===== src/rtl/servo_pkg.sv =====
// Shared constants and the per-frame step rule for the servo PWM bank.
package servo_pkg;

  localparam int FRAME_CYCLES_DEF = 1_000_000;
  localparam int MIN_CYC_DEF      = 50_000;
  localparam int STEP_CYC_DEF     = 196;
  localparam int CENTER_DEF       = 128;

  // Move pos toward tgt by at most slew; slew of 0 means jump straight to tgt.
  // The result always lies between pos and tgt, so it can never wrap.
  function automatic int step_toward(int pos, int tgt, int slew);
    int d;
    d = tgt - pos;
    if (slew == 0 || (d <= slew && d >= -slew)) return tgt;
    if (d > 0) return pos + slew;
    return pos - slew;
  endfunction

endpackage


===== src/rtl/servo_channel.sv =====
// One servo channel: target and slewed position registers plus the pulse comparator.
module servo_channel
  import servo_pkg::*;
#(
  parameter int DATA_W   = 8,
  parameter int CNT_W    = 20,
  parameter int MIN_CYC  = MIN_CYC_DEF,
  parameter int STEP_CYC = STEP_CYC_DEF,
  parameter int CENTER   = CENTER_DEF
) (
  input  logic              clk,
  input  logic              rst,
  input  logic              en_i,
  input  logic              frame_edge_i,
  input  logic              load_i,
  input  logic [DATA_W-1:0] pend_i,
  input  logic [DATA_W-1:0] slew_i,
  input  logic [CNT_W-1:0]  cnt_d_i,
  output logic [DATA_W-1:0] pos_o,
  output logic              pwm_o,
  output logic              at_tgt_o
);

  localparam logic [CNT_W-1:0] MIN_W  = CNT_W'(MIN_CYC);
  localparam logic [CNT_W-1:0] STEP_W = CNT_W'(STEP_CYC);

  logic [DATA_W-1:0] pos_q, pos_d;
  logic [DATA_W-1:0] tgt_q, tgt_d;
  logic              pwm_q, pwm_d;
  logic [CNT_W-1:0]  width;

  // The pulse is compared against the next count and next position, so the
  // registered output lines up exactly with the frame counter.
  always_comb begin
    // NOTE: every always_comb output gets a default first so no latch is inferred.
    pos_d = pos_q;
    tgt_d = tgt_q;
    if (frame_edge_i)
      pos_d = DATA_W'(step_toward(int'(pos_q), int'(tgt_q), int'(slew_i)));
    if (load_i)
      tgt_d = pend_i;
    width = MIN_W + CNT_W'(pos_d) * STEP_W;
    pwm_d = en_i && (cnt_d_i < width);
  end

  always_ff @(posedge clk) begin
    // NOTE: sequential state uses non-blocking assignments only.
    if (rst) begin
      pos_q <= DATA_W'(CENTER);
      tgt_q <= DATA_W'(CENTER);
      pwm_q <= 1'b0;
    end else begin
      pos_q <= pos_d;
      tgt_q <= tgt_d;
      pwm_q <= pwm_d;
    end
  end

  assign pos_o    = pos_q;
  assign pwm_o    = pwm_q;
  assign at_tgt_o = (pos_q == tgt_q);

endmodule


===== src/rtl/servo_pwm_bank.sv =====
// Bank of slew-limited servo PWM channels sharing one frame counter and a
// one-entry pending target buffer with a valid/ready handshake.
module servo_pwm_bank
  import servo_pkg::*;
#(
  parameter int N_CH         = 3,
  parameter int DATA_W       = 8,
  parameter int FRAME_CYCLES = FRAME_CYCLES_DEF,
  parameter int MIN_CYC      = MIN_CYC_DEF,
  parameter int STEP_CYC     = STEP_CYC_DEF,
  parameter int CENTER       = CENTER_DEF
) (
  input  logic                   clk,
  input  logic                   rst,
  input  logic                   en,
  input  logic [DATA_W-1:0]      slew,
  input  logic                   tgt_valid,
  output logic                   tgt_ready,
  input  logic [N_CH*DATA_W-1:0] tgt_data,
  output logic [N_CH-1:0]        pwm_out,
  output logic [N_CH*DATA_W-1:0] pos_out,
  output logic                   frame_tick,
  output logic                   settled
);

  localparam int CNT_W = $clog2(FRAME_CYCLES);

  if (MIN_CYC + (2**DATA_W - 1) * STEP_CYC >= FRAME_CYCLES) begin : g_bad_timing
    $fatal(1, "servo_pwm_bank: widest pulse does not fit inside the frame");
  end

  logic [CNT_W-1:0]       cnt_q, cnt_d;
  logic                   en_q;
  logic                   frame_edge;
  logic                   pend_full_q, pend_full_d;
  logic [N_CH*DATA_W-1:0] pend_q;
  logic                   ready_q, tick_q, settled_q;
  logic                   accept, load;
  logic [N_CH-1:0]        at_tgt;

  assign accept = tgt_valid && ready_q;
  assign load   = frame_edge && pend_full_q;

  // A frame starts on wrap or on the first enabled edge after a disabled one;
  // cnt is forced to 0 there so a re-enable always begins a full frame.
  always_comb begin
    frame_edge  = en && (!en_q || cnt_q == CNT_W'(FRAME_CYCLES - 1));
    cnt_d       = '0;
    if (en && !frame_edge)
      cnt_d = cnt_q + 1'b1;
    pend_full_d = pend_full_q;
    if (load)
      pend_full_d = 1'b0;
    if (accept)
      pend_full_d = 1'b1;
  end

  always_ff @(posedge clk) begin
    if (rst) begin
      cnt_q       <= '0;
      en_q        <= 1'b0;
      pend_full_q <= 1'b0;
      ready_q     <= 1'b0;
      tick_q      <= 1'b0;
      settled_q   <= 1'b1;
    end else begin
      cnt_q       <= cnt_d;
      en_q        <= en;
      pend_full_q <= pend_full_d;
      ready_q     <= !pend_full_d;
      tick_q      <= frame_edge;
      settled_q   <= (&at_tgt) && !pend_full_q;
    end
  end

  // NOTE: pending data needs no reset; pend_full_q alone says whether it is meaningful.
  always_ff @(posedge clk) begin
    if (accept)
      pend_q <= tgt_data;
  end

  for (genvar i = 0; i < N_CH; i++) begin : g_ch
    servo_channel #(
      .DATA_W  (DATA_W),
      .CNT_W   (CNT_W),
      .MIN_CYC (MIN_CYC),
      .STEP_CYC(STEP_CYC),
      .CENTER  (CENTER)
    ) u_ch (
      .clk         (clk),
      .rst         (rst),
      .en_i        (en),
      .frame_edge_i(frame_edge),
      .load_i      (load),
      .pend_i      (pend_q[i*DATA_W +: DATA_W]),
      .slew_i      (slew),
      .cnt_d_i     (cnt_d),
      .pos_o       (pos_out[i*DATA_W +: DATA_W]),
      .pwm_o       (pwm_out[i]),
      .at_tgt_o    (at_tgt[i])
    );
  end

  assign tgt_ready  = ready_q;
  assign frame_tick = tick_q;
  assign settled    = settled_q;

endmodule


===== config.mk =====
export PLATFORM = sky130hd
export DESIGN_NAME = servo_pwm_bank
export DESIGN_NICKNAME = d
export VERILOG_FILES = /design/src/rtl/servo_pkg.sv /design/src/rtl/servo_channel.sv /design/src/rtl/servo_pwm_bank.sv
export SDC_FILE = /design/constraint.sdc
export NUM_CORES = 1
export LEC_CHECK = 0
export BUFFER_PORTS_ARGS = -buffer_cell sky130_fd_sc_hd__buf_2
export CAP_MARGIN = 25
export CORE_ASPECT_RATIO = 2
export CORE_UTILIZATION = 40
export CTS_CLUSTER_SIZE = 25
export DETAILED_ROUTE_END_ITERATION = 16
export GPL_ROUTABILITY_DRIVEN = 0
export PLACE_DENSITY_LB_ADDON = 0.05
export SLEW_MARGIN = 20
export SYNTH_ARGS = -nofsm -noshare
export SYNTH_HDL_FRONTEND = slang
export SYNTH_HIERARCHICAL = 1
export SYNTH_SLANG_ARGS = --single-unit

===== constraint.sdc =====
create_clock -name clk -period 17.7 [get_ports clk]
set_clock_uncertainty 0.15 [all_clocks]
set_input_delay 1.77 -clock clk [delete_from_list [all_inputs] [get_ports clk]]
set_output_delay 1.77 -clock clk [all_outputs]
set_load 0.01 [all_outputs]

==> out/metrics.yaml, run 1 <==
crit_fanout: 12
worstReg2RegStart: "g_ch[0].u_ch/pos_o[0]"
rsz0062_at_grt: "false"
syn_avg_cell_area_um2: 8.62
stdcell_count: 1821
drv_cap: 0
crit_start: "slew[0]"
holdBufCountCts: 0
yosysWarningCount: 6
core-area_um2: 29500
numPortBuffers: 65
initial_core_util_pct: 40.8
hold_viol_final: 0
antenna_left: 0
cp_top_family: "simple AND/OR/NAND/NOR gates"
fin_tns_setup_ns: 0
finalWirelength_um: 33800
syn_nets: 1692
vias: 10200
numCtsBuffers: 9
die-width_um: 125
cts_tree: "done"
first_iter_violations: 372
status: "completed"
setup_viol: 0
grt_max_degree: 47
antenna_found_initial: 1
worstSetupEndpointType: "flop"
fmax_ghz: 0.105
area.sequential_um2: 2240
dieArea_um2: 30800
holdCritStartpoint: "pend_q[23]"
grt_first_pass_wirelength_um: 53600
max_slew_margin_pct: 36.4
viasPerCell: 5.60
root_buffer: "clkbuf_16"
period_share_pct: 53.8
required_ns: 17.84
worst_ep_arrival_time_ns: 9.66
crit_type: "input port to flop"
nFillCells: 3014
area_growth_syn_to_layout_pct: 8.26
crit_path_frequent_cell: "ha_1"
nets: 1747
dpl.cell_count: 1805
r2r_slack_ns: 8.43
r2r-end: "g_ch[0].u_ch/pwm_o"
ioPinCount: 66
drt-pass1-iter-count: 5
slew_violations: 0
start_kind: "input port"
fin_crit_ns: 9.52
worst-r2r-cell-count: 41
cts-resized-gates: 0
cts-htree-levels: 3
grt_pass1_vias: 10300
cp_slowest_stage_delay_ns: 0.57
die_y_um: 247
drc: 0
hpwl_um: 28900
cts_setup_buffers: 0
crit_buf_inv: 5
cts_sinks: 100
multi_input_area_um2: 9190
post_drt_wl_per_cell_um: 18.6
num_rows: 89
clock_path_buffers: 2
synthCells: 1397
tightest_slew_ns: 0.951
grt.overflow.total: 0
whs_path_depth: 1
finish.utilization_pct: 44.2
antenna_cells_inserted: 0
syn-cell-area_um2: 12000
cpMaxStageDelayCell: "or4_4"
hold_path_class: "flop to flop"
clk_latency_ns: 0.37
final_layout_size_suffix_gt1_share_pct: 9.61
gr-usage-all-layers_pct: 22.1
clkSlewWorstSetupHoldPaths_ns: 0.07
whs_endpoint: "g_ch[2].u_ch/tgt_q[7]"
-- worst max-delay path by stage --
| stage | endpoint | slack [ns] | cells after the start |
|---|---|---|---|
| 2_1_floorplan | g_ch[0].u_ch/pwm_o | 9.04 | 36 |
| 3_5_place_dp | g_ch[2].u_ch/pwm_o | 7.78 | 34 |
| 6_report | g_ch[2].u_ch/pwm_o | 8.18 | 34 |
| 4_1_cts | g_ch[2].u_ch/pwm_o | 8.15 | 34 |
| 5_1_grt | g_ch[2].u_ch/pwm_o | 7.51 | 35 |
| 3_3_place_gp | g_ch[2].u_ch/pwm_o | 7.81 | 34 |
-- layout make-up --
class,instances,area share (%)
clock buffers,9,1.73
inverters,133,3.85
repair buffers,70,2.78
multi-input cells,1138,70.5
clock inverters,7,0.451
flip-flops and latches,100,17.2
well taps,364,3.49
-- through the flow --
step / instance area (µm²) / hold slack (ns) / setup WS (ns)
after floorplan: 12000 / 0.282 / 9.04
after global placement: 12700 / 0.291 / 7.81
after detailed placement: 12700 / 0.308 / 7.78
after CTS: 13000 / 0.326 / 8.15
after global routing: 13000 / 0.346 / 7.51
final: 13000 / 0.320 / 8.18
-- flip-flops by register name (all words and copies together), names as in the netlist --
name             cells
settled              1
pend_full_q          1
pend_q              24
g_ch.u_ch/pwm_o      3
tgt_ready            1
g_ch.u_ch/pos_o     24
g_ch.u_ch/tgt_q     24
en_q                 1
cnt_q               20
frame_tick           1
-- placed cells by master, fill, tap and decap left out, types with 7 or more instances in the layout --
cell type / n
o21ai_0: 48
clkbuf_16: 9
nand2_1: 56
a21oi_1: 96
inv_1: 131
nand4_1: 26
edfxtp_1: 24
o21a_1: 10
nand2b_1: 16
nor2_1: 125
a31oi_1: 7
a21o_1: 28
xor2_1: 41
nor2b_1: 30
nand3_1: 35
nor4_1: 18
xnor2_1: 70
o31ai_1: 7
dfxtp_1: 76
ha_1: 244
nor3b_1: 11
o21bai_1: 15
o211ai_1: 10
buf_2: 65
nor3_1: 22
a211oi_1: 9
or4_1: 7
and3_1: 9
mux2i_1: 43
fa_1: 15
and4_1: 9
and2_1: 9
-- metal layers --
metal	wire [µm]	vias up	GRT usage (%)
met1	13200	4778	22.3
met4	1310	2	10.3
met5	12	-	0
met3	672	69	2.11
li1	-	5186	-
met2	18700	154	44.7
Power of run 1 is not shown: default switching activity piles up to over one toggle a cycle in this logic, so the estimate is an artifact.
==> run 2: changes to the inputs <==
- clock period: 17.7 -> 8.21 ns (I/O delays scaled with it)
==> out/metrics.yaml, run 2 (synthesis results as in run 1) <==
status: "completed"
die_y_um: 247  # unchanged
antenna_found_initial: 1  # unchanged
worst-r2r-cell-count: 41  # unchanged
slew_violations: 0  # unchanged
period_share_pct: 96.7
hpwl_um: 31000  # +7.1%
worstSetupEndpointType: "flop"
initial_core_util_pct: 40.8  # unchanged
cts-htree-levels: 3  # unchanged
grt.overflow.total: 0  # unchanged
worstReg2RegStart: "g_ch[0].u_ch/tgt_q[0]"
rsz0062_at_grt: "true"
setup_viol: 0  # unchanged
required_ns: 8.32  # -9.52 ns
clkSlewWorstSetupHoldPaths_ns: 0.07  # about the same
fmax_ghz: 0.126
max_slew_margin_pct: 38.2  # +1.8 points
grt_first_pass_wirelength_um: 57200  # +6.7%
root_buffer: "clkbuf_16"
cts_sinks: 100  # unchanged
numCtsBuffers: 9  # unchanged
finalWirelength_um: 36400  # +7.6%
place_ws_ns: -0.281  # -8.07 ns
viasPerCell: 5.43  # -3.0%
multi_input_area_um2: 9710  # +5.7%
fin_crit_ns: 7.94
drc: 0  # unchanged
r2r_slack_ns: 0.27  # -8.16 ns
crit_type: "flop to flop"
ioPinCount: 66  # unchanged
hold_viol_final: 0  # unchanged
antenna_left: 0  # unchanged
num_rows: 89  # unchanged
first_iter_violations: 324  # -13%
cts_tree: "done"
gr-usage-all-layers_pct: 23.7  # +1.6 points
final_cell_mix: "ha_1 (232), buf_4 (215), inv_1 (121), nor2_1 (121), a21oi_1 (80)"
area.sequential_um2: 2250  # +0.50%
whs_path_depth: 1  # unchanged
timing.final.ws_setup_ns: 0.272  # -7.91 ns
crit_fanout: 3  # -9
whs_endpoint: "g_ch[2].u_ch/tgt_q[7]"
dieArea_um2: 30800  # unchanged
start_kind: "flop"
cp_slowest_stage_delay_ns: 0.54  # -0.03 ns
nets: 1961  # +12%
holdCritStartpoint: "pend_q[23]"
hold_path_class: "flop to flop"
nFillCells: 2855  # -5.3%
worst_ep_arrival_time_ns: 8.05  # -1.61 ns
grt_max_degree: 45  # -4.3%
vias: 11100  # +8.5%
holdBufCountCts: 0  # unchanged
final_layout_size_suffix_gt1_share_pct: 27.1  # +18 points
globalRouteMet1Util_pct: 23.1  # +0.75 points
clock_path_buffers: 2  # unchanged
tightest_slew_ns: 0.925  # -0.0265 ns
area_growth_syn_to_layout_pct: 26.5
die-width_um: 125  # unchanged
drt-pass1-iter-count: 5  # unchanged
core-area_um2: 29500  # unchanged
r2r-end: "g_ch[0].u_ch/pwm_o"
numPortBuffers: 65  # unchanged
final_common_cell: "ha_1"
drv_cap: 0  # unchanged
met2_usage_pct: 47.9  # +3.2 points
grt_pass1_vias: 11400  # +11%
clk_latency_ns: 0.37  # about the same
grtUsageMet3_pct: 1.79  # -0.32 points
cpMaxStageDelayCell: "or4b_4"
post_drt_wl_per_cell_um: 17.9  # -3.7%
top_usage_layer: "met2"
[run 2: cell count changes in the layout (fill, tap and decap cells not counted), moves of 9 or more]
cell | before | now
o21ai_0 | 48 | 37
inv_1 | 131 | 121
buf_4 | 5 | 215
inv_2 | 1 | 10
ha_4 | 0 | 9
a21oi_1 | 96 | 80
ha_1 | 244 | 232
o21ai_1 | 1 | 11
a21oi_2 | 5 | 21
[run 2: area by class of cell]
class,instances,share of cell area [%]
multi-input combinational,1138,63.8
sequential,100,14.8
clock buffer,10,1.50
clock inverter,6,0.362
antenna,1,0.0164
tap,364,2.99
timing repair buffer,284,13.3
inverter,133,3.31
[run 2: worst max-delay path by stage]
stage | startpoint | slack (ns) | end | cells after the start
final | g_ch[0].u_ch/tgt_q[0] | 0.27 | g_ch[0].u_ch/pwm_o | 41
after global routing | g_ch[0].u_ch/tgt_q[0] | -0.19 | g_ch[0].u_ch/pwm_o | 42
after CTS | g_ch[0].u_ch/tgt_q[0] | -0.01 | g_ch[0].u_ch/pwm_o | 42
after detailed placement | g_ch[0].u_ch/tgt_q[0] | -0.28 | g_ch[0].u_ch/pwm_o | 42
after global placement | g_ch[2].u_ch/tgt_q[0] | 0.002 | g_ch[2].u_ch/pwm_o | 41
after floorplan | g_ch[0].u_ch/pos_o[0] | 0.01 | g_ch[0].u_ch/pwm_o | 41
[run 2: through the flow]
step,std cells,utilization [%],hold slack (ns),cell area [µm²],setup TNS [ns]
detailed placement,1993,48.2,0.299,14200,-0.281
CTS,2019,49.8,0.317,14700,-0.0134
finish,2036,51.6,0.312,15200,0
global route,2036,51.6,0.345,15200,-0.301
floorplan,1397,-,0.282,12000,0
global placement,1992,48.1,0.288,14200,0
[run 2: routing by layer]
metal	part of all wire (%)	vias up
li1	-	5609
met1	38	5206
met2	55	160
met3	1.7	78
met4	5.4	0
met5	0	-
[run 2: repair_timing]
item                       CTS  global route
resized for setup           33            95
pin swaps                   36            66
setup endpoints to repair    1             3
setup buffers               10            15
gates cloned                 0             1
[run 2: worst max-delay path, delay by kind of cell, from the launching register on]
family	cells	cell delay, ns
simple gates	12	2.44
compound gates	15	2.16
fa+ha+maj	7	2.01
xor+xnor	3	0.43
flops	1	0.32
buf+inv	4	0.30
Power of run 2 is left out for the same reason.
